**src/rtl/sseg_pkg.sv**
```systemverilog
// Shared constants, glyph table and FSM/classification types for the seven-segment bus monitor.
// The glyph table is used only when SSEG_CAP_HEX_EN is defined.
package sseg_pkg;

  localparam logic [7:0] SSEG_BLANK = 8'hFF;
  localparam logic [7:0] SSEG_TOP   = 8'b1001_1100;
  localparam logic [7:0] SSEG_BOT   = 8'b1010_0011;
  localparam logic [7:0] AN_OFF     = 8'hFF;

  typedef enum logic [1:0] {
    ST_IDLE,
    ST_SETTLE,
    ST_HELD
  } cap_state_e;

  typedef enum logic [1:0] {
    AN_NONE,
    AN_ONE,
    AN_MULTI
  } an_class_e;

  // Common-anode, active-low {g,f,e,d,c,b,a}; dp is not part of the glyph.
  function automatic logic [6:0] hex_glyph(input logic [3:0] n);
    case (n)
      4'h0: return 7'h40;
      4'h1: return 7'h79;
      4'h2: return 7'h24;
      4'h3: return 7'h30;
      4'h4: return 7'h19;
      4'h5: return 7'h12;
      4'h6: return 7'h02;
      4'h7: return 7'h78;
      4'h8: return 7'h00;
      4'h9: return 7'h10;
      4'hA: return 7'h08;
      4'hB: return 7'h03;
      4'hC: return 7'h46;
      4'hD: return 7'h21;
      4'hE: return 7'h06;
      default: return 7'h0E;
    endcase
  endfunction

  function automatic an_class_e classify(input logic [7:0] an);
    if (an == AN_OFF) return AN_NONE;
    if ($onehot(~an)) return AN_ONE;
    return AN_MULTI;
  endfunction

endpackage

```
**src/rtl/sseg_hex_decode.sv**
```systemverilog
// Maps one captured segment pattern to its hex nibble; dp is ignored.
// Anything that is not a hex glyph decodes as nibble 0 with ok low.
module sseg_hex_decode
  import sseg_pkg::*;
(
  input  logic [7:0] pattern,
  output logic [3:0] nibble,
  output logic       ok
);

  always_comb begin
    nibble = 4'h0;
    ok     = 1'b0;
    for (int i = 0; i < 16; i++) begin
      if (pattern[6:0] == hex_glyph(4'(i))) begin
        nibble = 4'(i);
        ok     = 1'b1;
      end
    end
  end

endmodule

```
**src/rtl/sseg_scan_capture.sv**
```systemverilog
// Receive-side monitor for the scanned an/sseg bus: stability filter, per-digit capture, frame/idle/fault reporting.
// Define SSEG_CAP_HEX_EN to add the per-slot hex decode; otherwise hex/hex_ok are tied low.
//
// state  | meaning
// IDLE   | no anode, multiple anodes, or reset; nothing to capture
// SETTLE | single anode seen, counting identical samples
// HELD   | current sample already captured; wait for the bus to change
module sseg_scan_capture
  import sseg_pkg::*;
#(
  parameter int unsigned STABLE_CYC = 4,
  parameter int unsigned IDLE_CYC   = 1024
) (
  input  logic        clk,
  input  logic        rst,
  input  logic [7:0]  an,
  input  logic [7:0]  sseg,
  output logic [63:0] seg_q,
  output logic [7:0]  digit_valid,
  output logic [7:0]  frame_mask,
  output logic        frame_strobe,
  output logic [31:0] hex,
  output logic [7:0]  hex_ok,
  output logic        idle,
  output logic        multi_err,
  output logic [7:0]  err_cnt
);

  localparam int unsigned IW = $clog2(IDLE_CYC + 1);

  logic [7:0]    an_s, sseg_s, an_p, sseg_p;
  cap_state_e    state, state_nx;
  logic [7:0]    stab_cnt, stab_cnt_nx;
  logic          capture;
  logic          changed;
  an_class_e     cls, cls_p;
  logic [7:0]    sel;
  logic [7:0]    run_mask;
  logic [IW-1:0] idle_cnt, idle_cnt_nx;

  assign cls     = classify(an_s);
  assign cls_p   = classify(an_p);
  assign changed = (an_s != an_p) || (sseg_s != sseg_p);
  assign sel     = ~an_s;

  always_ff @(posedge clk) begin
    if (rst) begin
      an_s     <= AN_OFF;
      sseg_s   <= SSEG_BLANK;
      an_p     <= AN_OFF;
      sseg_p   <= SSEG_BLANK;
      state    <= ST_IDLE;
      stab_cnt <= 8'd0;
    end else begin
      an_s     <= an;
      sseg_s   <= sseg;
      an_p     <= an_s;
      sseg_p   <= sseg_s;
      state    <= state_nx;
      stab_cnt <= stab_cnt_nx;
    end
  end

  // A change always restarts the filter; with STABLE_CYC=1 the first ONE sample captures at once.
  always_comb begin
    state_nx    = state;
    stab_cnt_nx = stab_cnt;
    capture     = 1'b0;
    if (changed) begin
      state_nx    = (cls == AN_ONE) ? ST_SETTLE : ST_IDLE;
      stab_cnt_nx = (cls == AN_ONE) ? 8'd1 : 8'd0;
    end else if (state == ST_SETTLE) begin
      stab_cnt_nx = stab_cnt + 8'd1;
    end
    if (state_nx == ST_SETTLE && stab_cnt_nx == 8'(STABLE_CYC)) begin
      capture  = 1'b1;
      state_nx = ST_HELD;
    end
  end

  always_ff @(posedge clk) begin
    if (rst) begin
      seg_q        <= {8{SSEG_BLANK}};
      digit_valid  <= 8'h00;
      run_mask     <= 8'h00;
      frame_mask   <= 8'h00;
      frame_strobe <= 1'b0;
    end else begin
      frame_strobe <= 1'b0;
      if (capture) begin
        for (int i = 0; i < 8; i++) begin
          if (sel[i]) seg_q[8*i +: 8] <= sseg_s;
        end
        digit_valid <= digit_valid | sel;
        if ((run_mask & sel) != 8'h00) begin
          frame_strobe <= 1'b1;
          frame_mask   <= run_mask;
          run_mask     <= sel;
        end else begin
          run_mask <= run_mask | sel;
        end
      end
    end
  end

  always_comb begin
    idle_cnt_nx = idle_cnt;
    if (cls != AN_NONE) idle_cnt_nx = '0;
    else if (idle_cnt != IW'(IDLE_CYC)) idle_cnt_nx = idle_cnt + 1'b1;
  end

  always_ff @(posedge clk) begin
    if (rst) begin
      idle_cnt  <= '0;
      idle      <= 1'b0;
      multi_err <= 1'b0;
      err_cnt   <= 8'd0;
    end else begin
      idle_cnt  <= idle_cnt_nx;
      idle      <= (idle_cnt_nx == IW'(IDLE_CYC));
      multi_err <= (cls == AN_MULTI) && (cls_p != AN_MULTI);
      if ((cls == AN_MULTI) && (cls_p != AN_MULTI) && (err_cnt != 8'hFF))
        err_cnt <= err_cnt + 8'd1;
    end
  end

`ifdef SSEG_CAP_HEX_EN
  for (genvar i = 0; i < 8; i++) begin : g_dec
    sseg_hex_decode u_dec (
      .pattern (seg_q[8*i +: 8]),
      .nibble  (hex[4*i +: 4]),
      .ok      (hex_ok[i])
    );
  end
`else
  assign hex    = 32'h0;
  assign hex_ok = 8'h00;
`endif

endmodule

```
**config.mk**
```make
export PLATFORM = sky130hd
export DESIGN_NAME = sseg_scan_capture
export DESIGN_NICKNAME = d
export VERILOG_FILES = /design/src/rtl/sseg_pkg.sv /design/src/rtl/sseg_hex_decode.sv /design/src/rtl/sseg_scan_capture.sv
export SDC_FILE = /design/constraint.sdc
export NUM_CORES = 1
export LEC_CHECK = 0
export ABC_AREA = 1
export CAP_MARGIN = 20
export CELL_PAD_IN_SITES_DETAIL_PLACEMENT = 1
export CELL_PAD_IN_SITES_GLOBAL_PLACEMENT = 2
export CORE_MARGIN = 2
export CORE_UTILIZATION = 31
export DETAILED_ROUTE_END_ITERATION = 8
export HOLD_SLACK_MARGIN = 0.03
export PLACE_DENSITY_LB_ADDON = 0.1
export RECOVER_POWER = 25
export SLEW_MARGIN = 20
export SYNTH_ARGS = -nofsm -noshare
export SYNTH_HDL_FRONTEND = slang
export SYNTH_SLANG_ARGS = --single-unit
```
**constraint.sdc**
```tcl
create_clock -name clk -period 10.2 [get_ports clk]
set_input_delay 2.55 -clock clk [delete_from_list [all_inputs] [get_ports clk]]
set_output_delay 2.55 -clock clk [all_outputs]
set_load 0.1 [all_outputs]
```
; Word-level counts from Yosys, hierarchy flattened
; Cells that the tools add are included.
[totals]
input_bits = 18
reg_bits = 152
output_inout_bits = 131
wordCells = 103
[op_classes]
add_sub_neg = 17
n_eq_ne = 15
muxes = 25
reduce_logical = 17
bitwise = 6
[ops]
columns = cell, count
row1 = $mux 8, 3
row2 = $mux 11, 2
row3 = $mux 2, 10
row4 = $reduce_and 2->1, 9
row5 = $add 1x1->2, 8
row6 = $add 8x1->8 const B, 2
row7 = $eq 8x8->1 const B, 2
row8 = $ne 8x8->1, 2
row9 = $not 8->8, 2
row10 = $or 8x8->8, 2
row11 = $add 2x2->3, 4
row12 = $add 11x1->11 const B, 1
row13 = $eq 11x11->1 const B, 1
row14 = $ne 11x11->1 const B, 1
row15 = $mux 1, 10
row16 = $add 3x3->4, 2
row17 = $and 8x8->8, 1
row18 = $eq 4x1->1 const B, 2
row19 = $eq 8x3->1 const B, 1
row20 = $ne 8x8->1 const B, 1
row21 = $reduce_bool 8->1, 1
row22 = $eq 2x1->1 const B, 3
row23 = $reduce_or 2->1, 2
row24 = $logic_and 1x1->1, 3
row25 = 5 further kinds, 5

; Depth between registers and ports, before layout
; Gate-level depths: netlist (run 1).
[logic_depth]
depth_word = 17
depth_mapped = 20
ltp_nobuf = 19

; Worst setup path before layout (run 1)
; No wires, ideal clock.
[synth_timing]
kind = register to register
startpoint = register an_s[0]
endpoint = register err_cnt[6]
path_stages_with_launch = 15
setup_time_ps = 119
required_time_ps = 10081
setup_slack_ps = 6419
t_arrival_ps = 3663
n_path_buf = 0
synth_period_minus_slack_ps = 3781
path_cell_list = dfxtp_1 -> fa_1 -> inv_1 -> fa_1 -> fa_1 -> ha_1 -> inv_1 -> fa_1 -> or2_2 -> nand4_1 -> nand2_1 -> a21oi_1 -> nand2_1 -> nor3_1 -> nor2_1
[synth_between]
elab_chain_cells = 12
elab_cells_between_ends = 15
classes_between = add/sub (3) / eq/ne (3) / mux (6) / bitwise (1) / reduce/logical (2)
[synth_rtl]
columns = element, line_no
row1 = start: declaration, sseg_scan_capture.sv:31  ; logic [7:0] an_s, sseg_s, an_p, sseg_p;
row2 = start signal: assignment, sseg_scan_capture.sv:55  ; an_s <= an;
row3 = $not 8->8, sseg_pkg.sv:46  ; if ($onehot(~an)) return AN_ONE;
row4 = $add 1x1->2 (implied by the code), sseg_pkg.sv:46
row5 = $add 2x2->3 (implied by the code), sseg_pkg.sv:46
row6 = $add 3x3->4 (implied by the code), sseg_pkg.sv:46
row7 = $eq 4x1->1, sseg_pkg.sv:46
row8 = $mux 1 (2 in a row), sseg_pkg.sv:46
row9 = $mux 2, sseg_pkg.sv:47  ; return AN_MULTI;
row10 = $mux 2 *, sseg_pkg.sv:46
row11 = $eq 2x2->1 *, sseg_scan_capture.sv:122  ; if ((cls == AN_MULTI) && (cls_p != AN_MULTI) && (err_cnt != 8'hFF))
row12 = $logic_and 1x1->1 * (2 in a row), sseg_scan_capture.sv:122
row13 = end signal: assignment, sseg_scan_capture.sv:123  ; err_cnt <= err_cnt + 8'd1;
row14 = end: declaration, sseg_scan_capture.sv:26  ; output logic [7:0] err_cnt
; Every way passes the cells marked *; elsewhere a longest branch is shown, timed or not. The select of a mux whose other input is x is not followed.
; A chain may end at the register's enable or synchronous reset.

; Final worst setup path (run 1)
[layout_timing]
startpoint = input rst
endpoint = register seg_q[29]
[layout_lines]
columns = element, line_no
row1 = start: declaration, sseg_scan_capture.sv:15  ; input logic rst,
row2 = end signal: assignment, sseg_scan_capture.sv:83  ; seg_q <= {8{SSEG_BLANK}};
row3 = end signal: indexed assignment, sseg_scan_capture.sv:92  ; if (sel[i]) seg_q[8*i +: 8] <= sseg_s;
row4 = end: declaration, sseg_scan_capture.sv:18  ; output logic [63:0] seg_q,
; No word-level cell between the ends.

==> run_results.csv, run 1 <==
group,metric,value,unit
cts,clkSinkCount,152,
timing,hold_viol,0,
global_routing,grtUsageMet1,25.3,%
synthesis,synth_most_common_cell,"nand2_1",
cells_and_area,fin_area,8720,um^2
placement,dp_hpwl,14300,um
setup_path,crit_arrival,7.36,ns
routing,drt-wirelength-per-cell,16.3,um
min_path,hp-class,"flip-flop to flip-flop",
setup_path,cp.required,10.36,ns
cts,cts_tree,"yes",
synthesis,synth-edff-count,0,
setup_path,cpMostUsedCell,"clkbuf_1",
power,power,1.48,mW
synthesis,syn_area,7070,um^2
synthesis,synth_top_flop_cell,"dfxtp_1",
power,power_density,169,nW/um^2
power,vdd_drop_max,0.0000904,V
synthesis,async_flop_share,0,%
die,coreArea,22500,um^2
setup_path,worstReg2RegStart,"an_s[0]$_SDFF_PP1_",
global_routing,first_global_vias,6160,
setup_path,critPathLaunchType,"primary input",
timing,tightest_slew,3.87,ns
cts,root_buffer,"clkbuf_16",
setup_path,crit_fanout,82,
setup_path,slowest_stage,"clkbuf_1",
cts,clk_latency,0.44,ns
die,ios,149,
timing,slew_headroom,-158,%
routing,vias_per_cell,4.70,
die,dieArea,24000,um^2
synthesis,yosysTopAreaCellShare,43.0,%
placement,place_area,8130,um^2
setup_path,startpoint,"rst",
cts,h-tree-depth,4,
synthesis,ys_top_cells_by_count,"nand2_1 (228), dfxtp_1 (152), nand3_1 (91)",
setup_path,cp_cell_sequence,"buf_2 > clkbuf_1 > inv_1 > clkbuf_1 > nand3_1",
cts,path_clk_slew,0.07,ns
timing,fin_setup_tns,0,ns
synthesis,yosysWarnings,0,
timing,skew,0.0143,ns
global_routing,grt_util_met3,3.12,%
die,die_h,155,um
cells_and_area,drive_above_1_share,8.50,%
cells_and_area,layout.nets,1037,
setup_path,path_class,"primary input to flip-flop",
timing,fin_crit_sh,70.6,%
global_routing,grt-ovfl-total,0,
placement,place_inst,1265,
synthesis,ys_seq_area_share,43.0,%
cells_and_area,syn_to_final_growth,23.3,%
cts,clk_path_buf_depth,2,
routing,drtIter0Drc,340,
timing,min_period,7.20,ns
setup_path,cpPeakStageDelay,2.76,ns
routing,drtAntennaViolNets,0,
routing,drc,0,
setup_path,worstSetupEndpointType,"flip-flop",
min_path,hp-start,"digit_valid[0]$_SDFFE_PP0P_",
cells_and_area,fillCellCount,2714,
die,std_cell_rows,55,
status,violations,"max-capacitance violations, max-slew violations",
die,die_w,155,um
status,status,"finished with violations",
placement,place_congestion,0.733,
setup_path,crit_family,"buffers and inverters",
setup_path,critPathBufInv,4,
global_routing,busiest_layer,"met2",
cts,cts_setup_buffers,0,
cells_and_area,fin_cells,1297,
global_routing,grt_util_met2,29.5,%
cts,cts_made_buffers,17,
synthesis,postSynthAreaPerCell,7.70,um^2
timing,rsz0062_at_grt,"false",
synthesis,ys_seq_elements,152,
routing,drt_wl_total,21200,um
global_routing,grt_pass1_wl,34200,um
run,maxCapViolCount,2,
synthesis,synth.distinct_cells,38,
placement,portBuffers,108,
timing,final-setup-viol-count,0,
synthesis,synth_top_area_cell,"dfxtp_1",
global_routing,grt_max_degree,83,
power,leakage,3.93,nW
die,start_util,31.4,%
cts,cts.repair.resized,0,
cells_and_area,diodes,0,
cells_and_area,final_core_util,38.7,%
routing,first_pass_iters,4,
synthesis,synth_area_leaders,"dfxtp_1 (43%), nand2_1 (12%), nand4_1 (6.6%)",
global_routing,antenna_found_initial,0,
global_routing,grt_usage,18.2,%
routing,vias,6092,
timing,max_clock_freq,139,MHz
synthesis,syn_inst,918,
timing,final_max_slew_viol_count,136,
cts,holdBufCountCts,0,
## logic make-up (layout without fill, tap and decap cells)
logic type | count (synthesis) | in the layout | share of synthesized area [%]
AND/OR/NAND/NOR | 506 | 506 | 34.3
XOR/XNOR | 16 | 16 | 1.98
other | 1 | 40 | 0.0530
buffers and inverters | 178 | 233 | 12.7
AO/OA/AOI/OAI | 45 | 45 | 3.54
adder cells (fa/ha/maj) | 20 | 20 | 4.39
flip-flops | 152 | 152 | 43.0
## routing by layer
metal	share of wire [%]	vias to the layer above
li1	-	3077
met1	49	2874
met2	46	125
met3	4.8	16
met4	1.2	0
met5	0	-
## cell type report
| class | instances | area (um^2) | area share, % |
|---|---|---|---|
| clock buffer | 17 | 425 | 4.88 |
| inverter | 89 | 334 | 3.83 |
| sequential | 152 | 3040 | 34.9 |
| timing repair buffer | 112 | 1100 | 12.6 |
| tap | 285 | 357 | 4.09 |
| clock inverter | 15 | 174 | 1.99 |
| multi-input combinational | 627 | 3290 | 37.7 |
## worst min-delay path, stage by stage (launching register included)
cell and delay [ns]:
dfxtp_1 0.31, inv_1 0.04, a21oi_1 0.05
## registers in the layout, indices dropped and copies added, names as in the netlist, 2 cells and up
register and count:
an_s 8, digit_valid 8, state 2, frame_mask 8, stab_cnt 8, idle_cnt 11, err_cnt 8, sseg_p 8
seg_q 64, sseg_s 8, an_p 8, run_mask 8
## power by group
group | switching (mW) | internal, mW
clock network | 0.301 | 0.352
logic | 0.159 | 0.0402
registers | 0.0193 | 0.605
## metrics by stage
| step | hold slack (ns) | setup WS, ns |
|---|---|---|
| 6_report | 0.451 | 3.00 |
| 5_1_grt | 0.476 | 2.29 |
| 2_1_floorplan | 0.422 | 6.42 |
| 3_5_place_dp | 0.446 | 4.90 |
| 3_3_place_gp | 0.438 | 5.01 |
| 4_1_cts | 0.458 | 4.86 |
## final timing paths
check / to / slack [ns] / cells after the start
min: digit_valid[0]$_SDFFE_PP0P_ / 0.45 / 2
min reg2reg: digit_valid[0]$_SDFFE_PP0P_ / 0.45 / 2
max reg2reg: frame_mask[5]$_SDFFE_PP0P_ / 4.87 / 18
max: seg_q[29]$_SDFFE_PP1P_ / 3.00 / 5
## cells in the final DEF (no fill, tap or decap), drive strengths merged, types with 5 or more instances in the layout
| cell type | synthesis | final |
|---|---|---|
| clkdlybuf4s50 | 0 | 100 |
| nand2 | 231 | 231 |
| nor2 | 67 | 67 |
| o21ai | 5 | 5 |
| dlygate4sd3 | 0 | 7 |
| xor2 | 9 | 9 |
| nor4 | 5 | 5 |
| nand4 | 75 | 75 |
| dfxtp | 152 | 152 |
| conb | 1 | 40 |
| xnor2 | 7 | 7 |
| clkbuf | 20 | 19 |
| or2 | 18 | 18 |
| ha | 12 | 12 |
| inv | 89 | 100 |
| fa | 8 | 8 |
| nor3 | 7 | 7 |
| a21oi | 32 | 32 |
| nand3 | 99 | 99 |
Power figures use the tool's default switching activity.
==> inputs of run 2 (changes only) <==
- CORE_UTILIZATION: 31 -> 29
- clock period: 10.2 -> 7.2 ns (I/O delays scaled with it)
==> run 2 against run 1 <==
The run still ends with max-capacitance violations, max-slew violations left. Critical path depth rose by 1. Clock power rose by 36%. Combinational power rose by 44%. Highest routed layer unchanged. Clock-buffer cell count did not move. Sequential share of layout area fell by 0.15 points.
==> run_results.csv, run 2 (synthesized netlist as in run 1, its figures left out) <==
group,metric,value,unit
status,status,"finished with violations",
status,violations,"max-capacitance violations, max-slew violations",
cts,path_clk_slew,0.07,ns
cts,cts_made_buffers,17,
cts,clk_path_buf_depth,2,
min_path,hp-class,"flip-flop to flip-flop",
routing,drt-wirelength-per-cell,16.1,um
die,die_h,160,um
cts,cts.repair.resized,0,
power,vdd_drop_max,0.000111,V
setup_path,slowest_stage,"clkbuf_1",
setup_path,crit_fanout,81,
timing,fin_crit_sh,70.1,%
setup_path,path_class,"primary input to flip-flop",
cts,h-tree-depth,4,
placement,place_congestion,0.742,
cells_and_area,fin_cells,1337,
timing,final_max_slew_viol_count,53,
routing,drtAntennaViolNets,0,
placement,place_inst,1305,
routing,vias_per_cell,4.59,
cells_and_area,drive_above_1_share,8.69,%
die,ios,149,
placement,dp_slack,2.39,ns
setup_path,crit_arrival,5.37,ns
cells_and_area,syn_to_final_growth,23.8,%
cells_and_area,reg_top3,"seg_q: 64 flops, idle_cnt: 11 flops",
timing,fin_setup_tns,0,ns
die,coreArea,24100,um^2
timing,tightest_slew,2.57,ns
cells_and_area,top_register,"seg_q",
cells_and_area,fin_area,8760,um^2
global_routing,grt_pass1_wl,34300,um
setup_path,cpPeakStageDelay,1.82,ns
setup_path,cp_cell_sequence,"buf_2 > clkbuf_1 > inv_1 > buf_4 > nand2_1 > nor2_1",
timing,hold_viol,0,
routing,first_pass_iters,5,
placement,place_area,8180,um^2
die,dieArea,25700,um^2
die,std_cell_rows,57,
timing,fin_ws,2.15,ns
timing,rsz0062_at_grt,"false",
placement,portBuffers,108,
timing,min_period,5.05,ns
routing,drt_wl_total,21500,um
cts,cts_tree,"yes",
global_routing,first_global_vias,6116,
routing,drc,0,
cells_and_area,layout.nets,1038,
cells_and_area,layout_commonest_cell,"nand2_1",
global_routing,grt-ovfl-total,0,
die,die_w,160,um
power,power_density,235,nW/um^2
setup_path,cp.required,7.53,ns
routing,drtIter0Drc,336,
timing,skew,0.0193,ns
cts,holdBufCountCts,0,
cells_and_area,layout_common_cells,"nand2_1 (228), dfxtp_1 (152), clkdlybuf4s50_1 (99)",
cts,root_buffer,"clkbuf_16",
cts,clkSinkCount,152,
cts,cts_setup_buffers,0,
run,maxCapViolCount,1,
die,start_util,29.3,%
setup_path,critPathLaunchType,"primary input",
cts,clk_latency,0.44,ns
timing,max_clock_freq,198,MHz
timing,slew_headroom,-71.2,%
power,leakage,3.92,nW
global_routing,antenna_found_initial,0,
placement,dp_hpwl,14600,um
setup_path,worstSetupEndpointType,"flip-flop",
cells_and_area,diodes,0,
cells_and_area,largest_register_ffs,64,
global_routing,grt_usage,17.1,%
routing,vias,6137,
timing,final-setup-viol-count,0,
global_routing,grt_max_degree,82,
## run 2: cell type report
type / instances / area (um^2)
Clock buffer: 17 / 425
Clock inverter: 15 / 153
Fill cell: 2973 / 15300
Inverter: 89 / 334
Multi-Input combinational cell: 627 / 3290
Sequential cell: 152 / 3040
Tap cell: 324 / 405
Timing Repair Buffer: 113 / 1110
## run 2: worst paths after layout
| path | startpoint | to | slack (ns) | cells past startpoint |
|---|---|---|---|---|
| worst max-delay path | rst | frame_mask[1]$_SDFFE_PP0P_ | 2.15 | 6 |
| worst min register to register | digit_valid[7]$_SDFFE_PP0P_ | digit_valid[7]$_SDFFE_PP0P_ | 0.45 | 2 |
| worst max register to register | an_s[0]$_SDFF_PP1_ | digit_valid[4]$_SDFFE_PP0P_ | 2.33 | 16 |
| worst min-delay path | digit_valid[7]$_SDFFE_PP0P_ | digit_valid[7]$_SDFFE_PP0P_ | 0.45 | 2 |
## run 2: worst max-delay path, delay by kind of cell
kind | cells | cell delay [ns]
and+or+nand+nor | 2 | 0.23
buffers and inverters | 4 | 3.25
## run 2: layer usage
metal	part of all wire [%]	global-route usage (%)	vias up
li1	-	-	3083
met1	49	23.6	2910
met2	45	26.9	127
met3	5.1	4.00	17
met4	1.2	4.46	0
met5	0	0	-
## run 2: through the flow
step	utilization, %	hold WS (ns)	total power [mW]
2_1_floorplan	-	0.422	1.14
3_3_place_gp	33.9	0.440	1.19
3_5_place_dp	33.9	0.444	1.19
4_1_cts	36.3	0.454	2.09
5_1_grt	36.3	0.475	2.16
6_report	36.3	0.453	2.06
## run 2: report_power, final
part / switching [mW] / internal [mW]
Clock: 0.426 / 0.463
Sequential: 0.0275 / 0.856
Combinational: 0.226 / 0.0607
Total: 0.680 / 1.38
==> inputs of run 3 (changes only) <==
- CORE_UTILIZATION: 29 -> 26
- clock period: 7.2 -> 4.1 ns (I/O delays scaled with it)
==> run 3 against run 2 <==
The flow now finishes without violations. Highest routed layer unchanged. Critical path depth grew 12. Largest cell class unchanged. Non-clock buffer count rose by 23. Cell area up 5.9%. Clock power rose by 80%. Global-route usage fell by 1.0 points. Core utilization down 1.7 points. Sequential cell count unchanged. Critical path type is now flip-flop to flip-flop.
==> run_results.csv, run 3 (synthesized netlist as in run 1, its figures left out) <==
group,metric,value,unit
timing,rsz0062_at_grt,"true",
power,vdd_drop_max,0.000225,V
timing,fin_crit_sh,96.8,%
cts,h-tree-depth,4,
die,std_cell_rows,60,
global_routing,grt-ovfl-total,0,
timing,max_clock_freq,252,MHz
global_routing,grt_usage,16.1,%
cts,holdBufCountCts,0,
cells_and_area,syn_to_final_growth,31.1,%
cells_and_area,layout.nets,1067,
power,power_density,398,nW/um^2
cells_and_area,diodes,0,
timing,final_max_slew_viol_count,0,
timing,tightest_slew,1.14,ns
die,dieArea,28500,um^2
setup_path,critPathLaunchType,"flip-flop",
setup_path,worstSetupEndpointType,"flip-flop",
cts,cts_tree,"yes",
timing,slew_headroom,24.2,%
cells_and_area,fin_area,9270,um^2
setup_path,cp.required,4.37,ns
placement,place_area,8330,um^2
timing,final-setup-viol-count,0,
placement,dp_hpwl,15400,um
power,leakage,4.08,nW
routing,drt-wirelength-per-cell,16.9,um
global_routing,antenna_found_initial,0,
die,coreArea,26800,um^2
power,switching_share,32.4,%
min_path,hp-class,"flip-flop to flip-flop",
setup_path,path_class,"flip-flop to flip-flop",
die,die_h,169,um
power,power,3.69,mW
cells_and_area,top_register,"seg_q",
run,maxCapViolCount,0,
power,p_clk_share,43.4,%
die,ios,149,
cts,path_clk_slew,0.07,ns
global_routing,grt_pass1_wl,35500,um
placement,portBuffers,108,
global_routing,first_global_vias,6183,
cells_and_area,layout_commonest_cell,"nand2_1",
cts,root_buffer,"clkbuf_16",
routing,first_pass_iters,4,
cts,cts_made_buffers,17,
routing,drc,0,
status,status,"finished clean",
timing,hold_slack,0.454,ns
setup_path,crit_fanout,7,
global_routing,grt_max_degree,66,
placement,place_congestion,0.715,
cells_and_area,drive_above_1_share,13.3,%
power,comb_power_share,14.7,%
routing,vias,6218,
routing,drtIter0Drc,291,
setup_path,crit_arrival,4.24,ns
power,p_seq_share,42.0,%
cells_and_area,fin_cells,1382,
routing,drt_wl_total,23400,um
cts,clkSinkCount,152,
power,switchingPower,1.20,mW
cells_and_area,reg_top3,"seg_q: 64 flops, idle_cnt: 11 flops",
cells_and_area,layout_common_cells,"nand2_1 (220), dfxtp_1 (150), clkdlybuf4s50_1 (107)",
cells_and_area,largest_register_ffs,64,
cts,clk_latency,0.43,ns
cts,clk_path_buf_depth,2,
routing,vias_per_cell,4.50,
timing,hold_viol,0,
routing,drtAntennaViolNets,0,
die,start_util,26.4,%
timing,min_period,3.97,ns
die,die_w,169,um
timing,skew,0.0166,ns
placement,place_inst,1335,
power,p_int,2.50,mW
run 3: changes by cell type in the layout (fill, tap and decap cells not counted), sizes merged:
cell / before / now
clkinv: 5 / 4
nand3: 99 / 105
buf: 5 / 23
dlygate4sd3: 8 / 0
clkinvlp: 0 / 1
clkdlybuf4s50: 99 / 107
clkbuf: 18 / 23
bufinv: 0 / 1
inv: 99 / 97
run 3: per-stage QoR:
step	setup WS, ns	TNS [ns]	util [%]
finish	0.131	0	34.6
CTS	0.00256	0	33.3
global route	-0.0586	-1.74	34.6
global placement	0.106	0	31.1
floorplan	0.319	0	-
detailed placement	0.0247	0	31.1
run 3: worst paths after layout:
kind | from | end | slack [ns] | cells past startpoint
worst max register to register | an_s[3]$_SDFF_PP1_ | seg_q[33]$_SDFFE_PP1P_ | 0.13 | 18
worst min-delay path | digit_valid[1]$_SDFFE_PP0P_ | digit_valid[1]$_SDFFE_PP0P_ | 0.45 | 2
worst max-delay path | an_s[3]$_SDFF_PP1_ | seg_q[33]$_SDFFE_PP1P_ | 0.13 | 18
worst min register to register | digit_valid[1]$_SDFFE_PP0P_ | digit_valid[1]$_SDFFE_PP0P_ | 0.45 | 2
run 3: per-layer routing:
layer  vias up  global-route usage, %  share of wire, %
li1       3160                      -                 -
met4         0                   3.49              0.79
met1      2938                   22.3                51
met3        13                   3.13               2.8
met5         -                      0                 0
met2       107                   26.1                46
run 3: area by class of cell:
class	instances	area, um^2
Timing Repair Buffer	136	1430
Fill cell	3200	17500
Multi-Input combinational cell	633	3450
Inverter	89	334
Tap cell	341	427
Sequential cell	152	3050
Clock buffer	17	425
Clock inverter	14	160
run 3: power by group through the flow:
stage / logic (mW) / clock network, mW / registers (mW)
5_1_grt: 0.588 / 1.71 / 1.56
4_1_cts: 0.522 / 1.64 / 1.55
3_5_place_dp: 0.520 / 0 / 1.59
3_3_place_gp: 0.519 / 0 / 1.59
6_report: 0.541 / 1.60 / 1.55
2_1_floorplan: 0.384 / 0 / 1.62
run 3: what timing repair did:
item	in CTS	in global routing
setup endpoints to repair	0	98
setup buffers	0	5
gates resized for setup	0	38
run 3: worst max-delay path: stages (launching register included):
cell	delay [ns]
dfxtp_2	0.33
fa_1	0.55
inv_2	0.04
fa_1	0.47
fa_1	0.55
ha_2	0.18
inv_2	0.04
fa_2	0.33
or2_4	0.22
nand4_1	0.10
nor2_2	0.06
nand2_2	0.11
nand2_2	0.08
nor2_4	0.12
buf_12	0.14
clkbuf_16	0.17
nand3_4	0.15
nand2_1	0.10
nand3_1	0.06
